### src/rtl/fifo_wr_arbiter.sv
// Round-robin arbiter sharing one async-FIFO write port among NUM_REQ producers on wclk.
// Optional WR_ARB_HF_THROTTLE_EN: grants made while half_full is high are limited to one word.
module fifo_wr_arbiter #(
  parameter int NUM_REQ    = 4,
  parameter int data_width = 8,
  parameter int MAX_BURST  = 4
) (
  input  logic                          wclk,
  input  logic                          w_rst,
  input  logic [NUM_REQ-1:0]            req,
  input  logic [NUM_REQ*data_width-1:0] req_data,
  input  logic                          full,
  input  logic                          half_full,
  output logic [NUM_REQ-1:0]            gnt,
  output logic                          w_en,
  output logic [data_width-1:0]         data_in,
  output logic [$clog2(NUM_REQ)-1:0]    owner,
  output logic                          busy
);

  localparam int IW = $clog2(NUM_REQ);
  localparam int BW = $clog2(MAX_BURST + 1);
  localparam logic [IW-1:0] LAST_REQ   = IW'(NUM_REQ - 1);
  localparam logic [BW-1:0] FULL_LIMIT = BW'(MAX_BURST);

  typedef enum logic {IDLE, BURST} state_t;

  state_t        state_q, state_d;
  logic [IW-1:0] owner_q, owner_d;
  logic [IW-1:0] rr_ptr_q, rr_ptr_d;
  logic [BW-1:0] beat_q, beat_d;
  logic [BW-1:0] limit_q, limit_d;
  logic [BW-1:0] grant_limit;
  logic [BW-1:0] beat_inc;
  logic [IW-1:0] pick, scan, next_ptr;
  logic          pick_valid;
  logic          write;

  // Handshake: a word is consumed from requester i exactly on a cycle with
  // gnt[i]=1 (req[i] acts as valid, gnt[i] as ready); the producer must show
  // its next word, or drop req, on the following cycle.

`ifdef WR_ARB_HF_THROTTLE_EN
  assign grant_limit = half_full ? BW'(1) : FULL_LIMIT;
`else
  logic unused_half_full;
  assign unused_half_full = half_full;
  assign grant_limit      = FULL_LIMIT;
`endif

  // First active request at or after rr_ptr, wrapping modulo NUM_REQ.
  always_comb begin
    pick       = '0;
    pick_valid = 1'b0;
    scan       = '0;
    for (int i = 0; i < NUM_REQ; i++) begin
      scan = IW'((int'(rr_ptr_q) + i) % NUM_REQ);
      if (!pick_valid && req[scan]) begin
        pick_valid = 1'b1;
        pick       = scan;
      end
    end
  end

  assign next_ptr = (owner_q == LAST_REQ) ? '0 : owner_q + 1'b1;
  assign beat_inc = beat_q + 1'b1;
  assign write    = (state_q == BURST) && req[owner_q] && !full && !w_rst;

  always_comb begin
    state_d  = state_q;
    owner_d  = owner_q;
    rr_ptr_d = rr_ptr_q;
    beat_d   = beat_q;
    limit_d  = limit_q;
    w_en     = 1'b0;
    gnt      = '0;
    data_in  = '0;
    case (state_q)
      IDLE: begin
        if (pick_valid) begin
          state_d = BURST;
          owner_d = pick;
          beat_d  = '0;
          limit_d = grant_limit;
        end
      end
      BURST: begin
        if (!req[owner_q]) begin
          // A dropped request ends the burst even when full is also high.
          state_d  = IDLE;
          rr_ptr_d = next_ptr;
        end else if (!full) begin
          beat_d = beat_inc;
          if (beat_inc == limit_q) begin
            state_d  = IDLE;
            rr_ptr_d = next_ptr;
          end
        end
      end
    endcase
    if (write) begin
      w_en          = 1'b1;
      gnt[owner_q]  = 1'b1;
      data_in       = req_data[int'(owner_q)*data_width +: data_width];
    end
  end

  always_ff @(posedge wclk) begin
    if (w_rst) begin
      state_q  <= IDLE;
      owner_q  <= '0;
      rr_ptr_q <= '0;
      beat_q   <= '0;
      limit_q  <= FULL_LIMIT;
    end else begin
      state_q  <= state_d;
      owner_q  <= owner_d;
      rr_ptr_q <= rr_ptr_d;
      beat_q   <= beat_d;
      limit_q  <= limit_d;
    end
  end

  assign busy  = (state_q == BURST);
  assign owner = busy ? owner_q : '0;

endmodule

### config.mk
export PLATFORM = sky130hd
export DESIGN_NAME = fifo_wr_arbiter
export DESIGN_NICKNAME = d
export VERILOG_FILES = /design/src/rtl/fifo_wr_arbiter.sv
export SDC_FILE = /design/constraint.sdc
export NUM_CORES = 1
export LEC_CHECK = 0
export ABC_AREA = 1
export CAP_MARGIN = 15
export CORE_UTILIZATION = 40
export CTS_BUF_LIST = sky130_fd_sc_hd__clkbuf_2 sky130_fd_sc_hd__clkbuf_4 sky130_fd_sc_hd__clkbuf_8
export CTS_CLUSTER_DIAMETER = 200
export DETAILED_ROUTE_END_ITERATION = 10
export PLACE_DENSITY = 0.82
export SYNTH_ARGS = -nofsm -noshare
export SYNTH_HDL_FRONTEND = slang
export SYNTH_SLANG_ARGS = --single-unit
### constraint.sdc
create_clock -name wclk -period 2.4 [get_ports wclk]
set_input_delay 0.72 -clock wclk [delete_from_list [all_inputs] [get_ports wclk]]
set_output_delay 0.72 -clock wclk [all_outputs]
set_load 0.02 [all_outputs]
### Yosys cells after proc, flatten, opt, wreduce, memory -nomap -nowiden

Index checks and enable logic that the tools add are counted.

| operators by class | value |
|---|---|
| magnitude comparators | 6 |
| $add $sub $neg | 5 |
| shifts and indexed selects | 1 |
| muxes and demuxes | 37 |
| reductions and logical operators | 15 |
| bitwise gates (word level) | 1 |
| equal/unequal tests | 7 |

Operators with widths:

| operator | count |
|---|---|
| indexed part select 32 x 6 -> 8 bit | 1 |
| 2-to-1 mux 2 bit | 9 |
| < comparator 2 x 3 -> 1 bit, second input constant | 5 |
| 2-to-1 mux 1 bit | 15 |
| binary-select mux 1 bit (select 2 bit) | 5 |
| 2-to-1 mux 3 bit | 3 |
| 2-to-1 mux 8 bit | 1 |
| logical AND 1 bit | 7 |
| inequality test 2 bit, second input constant | 3 |
| one-hot mux 3 bit (2 select lines) | 1 |
| AND reduction 3 bit | 2 |
| logical NOT 1 bit | 5 |
| adder 2 x 1 -> 2 bit, second input constant | 2 |
| adder 2 bit, second input constant | 2 |
| 2-to-1 mux 4 bit | 1 |
| inequality test 2 x 1 -> 1 bit, second input constant | 2 |
| adder 3 x 1 -> 3 bit, second input constant | 1 |
| == test 3 bit, second input constant | 1 |
| demux 1 bit (select 2 bit) | 1 |
| == test 2 bit, second input constant | 1 |
| greater-or-equal comparator 2 x 1 -> 1 bit, second input constant | 1 |
| one-hot mux 1 bit (2 select lines) | 1 |
| AND reduction 2 bit | 1 |
| NOT 1 bit | 1 |

| word-level totals | value |
|---|---|
| bits in registers | 8 |
| input port bits | 40 |
| word-level logic and storage cells | 76 |

### Logic depth before layout (Yosys ltp)

Gate-level depths: netlist of run 1.

| logic depth | value |
|---|---|
| depth in word-level cells | 14 |
| gate-level depth with buffers | 11 |
| depth with buffers taken out | 11 |

### Worst setup path after synthesis of run 1

No wires, ideal clock.

| timing path | value |
|---|---|
| path type | in2out |
| start point | in req[0] |
| end point | out data_in[0] |
| data arrival time | 1.750 ns |
| cell stages on the path | 7 |
| path slack | -0.070 ns |
| path through | inv_1 o21ai_1 nand2_1 nor3_2 nand2_2 buf_6 a21oi_1 |

| between the ends | value |
|---|---|
| word-level cells in the longest chain between the ends | 6 |

Ends and longest elaborated chain:

| what | RTL line | source |
|---|---|---|
| from (decl) | 10 | `input logic [NUM_REQ-1:0] req,` |
| binary-select mux 1 bit (select 2 bit) | 67 | `assign write = (state_q == BURST) && req[owner_q] && !full && !w_rst;` |
| 2-to-1 mux 1 bit (implied by the code) | 67 |  |
| logical AND 1 bit (3 in series) | 67 |  |
| 2-to-1 mux 8 bit | 101 | `if (write) begin` |
| to (decl) | 16 | `output logic [data_width-1:0] data_in,` |

Every way passes these cells. The select of a mux whose other input is x is not followed.

### Final worst setup path of run 1

| timing path | value |
|---|---|
| start point | in req[2] |
| end point | out data_in[4] |

The elaborated chain is that of the path after synthesis.

==> impl_results.md, run 1 <==
- Slowest Stage Delay on Critical Path: 0.24 ns
- GRT busiest layer: met2
- CTS Sinks: 8
- Layout cell share with drive strength beyond 1: ~28%
- Final Hold Vio Count: 0
- Synth Area in Simple Gates: just over 40%
- Clock skew: approximately 0.0014 ns
- Worst-Margin Slew: 0.373 ns
- Grt met1 use: 31.0%
- Initial antenna violation count: 0
- # DRC: 0
- Failing checks: setup timing
- Synth-to-layout area growth: 71.7%
- Root buf cell: clkbuf_4
- Reg2Reg Depth: 11
- Die X: 53.3 um
- DPL Wire Length: 2420 um
- Achievable Freq: around 400 MHz
- Core area: 2480 um^2
- M2 GR Usage: 44.6%
- Post-layout util: roughly 73%
- Post-synthesis area per instance: 5.71 um^2
- Reg clk slew, reported paths: roughly 0.050 ns
- Type of the tightest min-delay check: flip-flop to flip-flop
- First-pass GRT wire length: 5260 um
- Clk Latency, worst-skew pair: ~0.25 ns
- Synth Instances: 184
- TritonCTS clock tree: done
- Hold WS: 0.495 ns
- Clock buffer depth: 2
- Total GRT Usage: 25.4%
- Row Count: 18
- Post-route clock period utilization: 103%
- Gp weighted congestion: ~0.83
- Area share of the largest cell type after synthesis: roughly 15%
- Worst setup margin: -0.0707 ns
- Placed inst area: around 1700 um^2
- Vias in the first global route: 1192
- Largest net degree at the start of global routing: 21
- Worst VDD drop: 0.850 mV
- Setup Slack @ Placement: -1.03 ns
- Critical path class: input port to primary output
- DR WL/cell: ~12 um
- Pwr Density: 843 nW/um^2
- Post-synthesis xor/xnor area fraction: less than 1%
- Worst-path cell chain: buf_8, inv_4, o21ai_4, nand2_2, nor3_4, nand2_4, a21oi_1, buf_4
- Largest family of logic cells by synthesized area: simple AND/OR/NAND/NOR gates
- Fin area: between 1500 and 2000 um^2
- Post-route antenna net violation count: 0
- Mux cell area share after synthesis: 0%
- Adder-cell share of the synthesized area: 7.14%
- Global route overflow: 0
- Seq/Total Area, Yosys: between 15 and 20%
- Die Footprint: 2840 um^2
- RSZ-0062 raised after global routing: yes
- Net Count, Synth: 230
- Post-synth top flop: dfxtp_1
- Final Critical Period: 2.47 ns
- Synth cell count leaders: nor2_1 (40), nand2_1 (33), inv_1 (21), o21ai_0 (21), a21oi_1 (15)
- Die Height: about 53 um
- Max_slew headroom: 75.1%
- Synthesized flop and latch total: 8
- Leakage: 0.863 nW
- Critical Path Fanout Max: 6
- Slew Viols, Final: 0
- # diodes: 0
- # IOs: 56
- Synth area leaders: dfxtp_1 (15%), nor2_1 (14%), nand2_1 (12%), o21ai_0 (10%), inv_1 (7.5%)
- Max cap viols: 0
- Crit. End Element: primary output
- Post-synth EDFFs: 0
- Most numerous cell in the Yosys netlist: nor2_1
- Distinct cells, synth: 28
- Critical path launch point type: input port
- Pwr Total: 1.52 mW
- Worst hold stages: 2
- Syn Std Cell Area: approximately 1100 um^2
- Num CTS Buffers: 3
- Synth warn: 0
- Via count: around 1400
- CP max stage cell: nor3_4
- Met3 Resource Use GR: 5.46%
- H-tree depth reported by CTS: 1
- Synth area leader: dfxtp_1
- Drt pass-1 iters: 4
- Final net count: between 300 and 400
- Data required time of the critical path: ~1.7 ns
- Async SR Flop Fraction: 0%
- Worst EP arrival: approximately 1.8 ns
- DRT iter0 DRCs: 58
- Run status: complete, but fails checks
- Vias per cell: 5.04
- IO Port Bufs: 54
- Routed WL: 3400 um
- Synth Area in Compound Gates: 22.3%
- Initial Util: 42.4%
- Final setup viols: 13
[cell families after synthesis]
| group | count (synthesis) |
|---|---|
| and+or+nand+nor | 96 |
| xor gates and xnor gates | 1 |
| AOI/OAI and AO/OA | 43 |
| adders and majority gates | 6 |
| DFF | 8 |
| buffers and inverters | 30 |
[power by group]
| part | total (mW) | internal (mW) | leakage (nW) | switching [mW] |
|---|---|---|---|---|
| clock network | 0.0982 | 0.0569 | 0.0138 | 0.0413 |
| registers | 0.242 | 0.174 | 0.0660 | 0.0679 |
| logic | 1.18 | 0.488 | 0.783 | 0.694 |
| total | 1.52 | 0.719 | 0.863 | 0.803 |
[layout make-up]
cell class	instances	area, um^2
Sequential cell	8	161
Timing Repair Buffer	72	659
Tap cell	30	37.5
Clock buffer	3	22.5
Fill cell	201	673
Multi-Input combinational cell	147	832
Inverter	23	91.3
[flip-flops by register name (all words and copies together) (netlist names)]
register and cells:
beat_q 3, busy 1, owner_q 2, rr_ptr_q 2
[routing by layer]
| layer | wire [um] | vias up |
|---|---|---|
| met5 | 0 | - |
| met3 | 206 | 6 |
| met2 | 1630 | 49 |
| li1 | - | 730 |
| met4 | 44 | 0 |
| met1 | 1520 | 640 |
[what timing repair did]
action	4_1_cts	5_1_grt
cloned	1	0
endpoints found under the hold margin	0	0
setup buffers	3	1
pin swaps	6	7
gates resized for setup	102	14
setup endpoints to repair	13	14
hold buffers	0	0
[per-stage QoR]
step	cells	TNS, ns
CTS	282	-1.47
global route	283	-1.37
floorplan	184	-0.449
detailed placement	275	-12.71
global placement	275	-12.09
finish	283	-0.542
[cells in the final DEF, fill, tap and decap left out, types with 7 or more instances in the layout]
cell type,n
clkdlybuf4s50_1,36
nand3_1,8
o21ai_0,19
buf_4,28
nand2_1,32
inv_1,18
a21oi_2,11
nor2_1,39
dfxtp_1,7
[critical path: cells and delay by family]
family / cells / cell delay [ns]
simple gates: 3 / 0.48
buf+inv: 3 / 0.26
compound gates: 2 / 0.28
[final timing paths]
path | start | endpoint | slack (ns)
max | req[2] | data_in[4] | -0.07
min | beat_q[2] | beat_q[2] | 0.50
max reg2reg | rr_ptr_q[0] | owner_q[1] | 0.70
min reg2reg | beat_q[2] | beat_q[2] | 0.50
No activity file was read; power rests on OpenSTA's default activity.
==> inputs of run 2 (changes only) <==
--- a/config.mk
+++ b/config.mk
@@ -11,6 +11,7 @@
 export CTS_BUF_LIST = sky130_fd_sc_hd__clkbuf_2 sky130_fd_sc_hd__clkbuf_4 sky130_fd_sc_hd__clkbuf_8
 export CTS_CLUSTER_DIAMETER = 200
 export DETAILED_ROUTE_END_ITERATION = 10
+export HOLD_SLACK_MARGIN = 0.15
 export PLACE_DENSITY = 0.82
 export SYNTH_ARGS = -nofsm -noshare
 export SYNTH_HDL_FRONTEND = slang
==> results of run 2 <==
The final DEF is identical to that of run 1; final timing and power are the same.
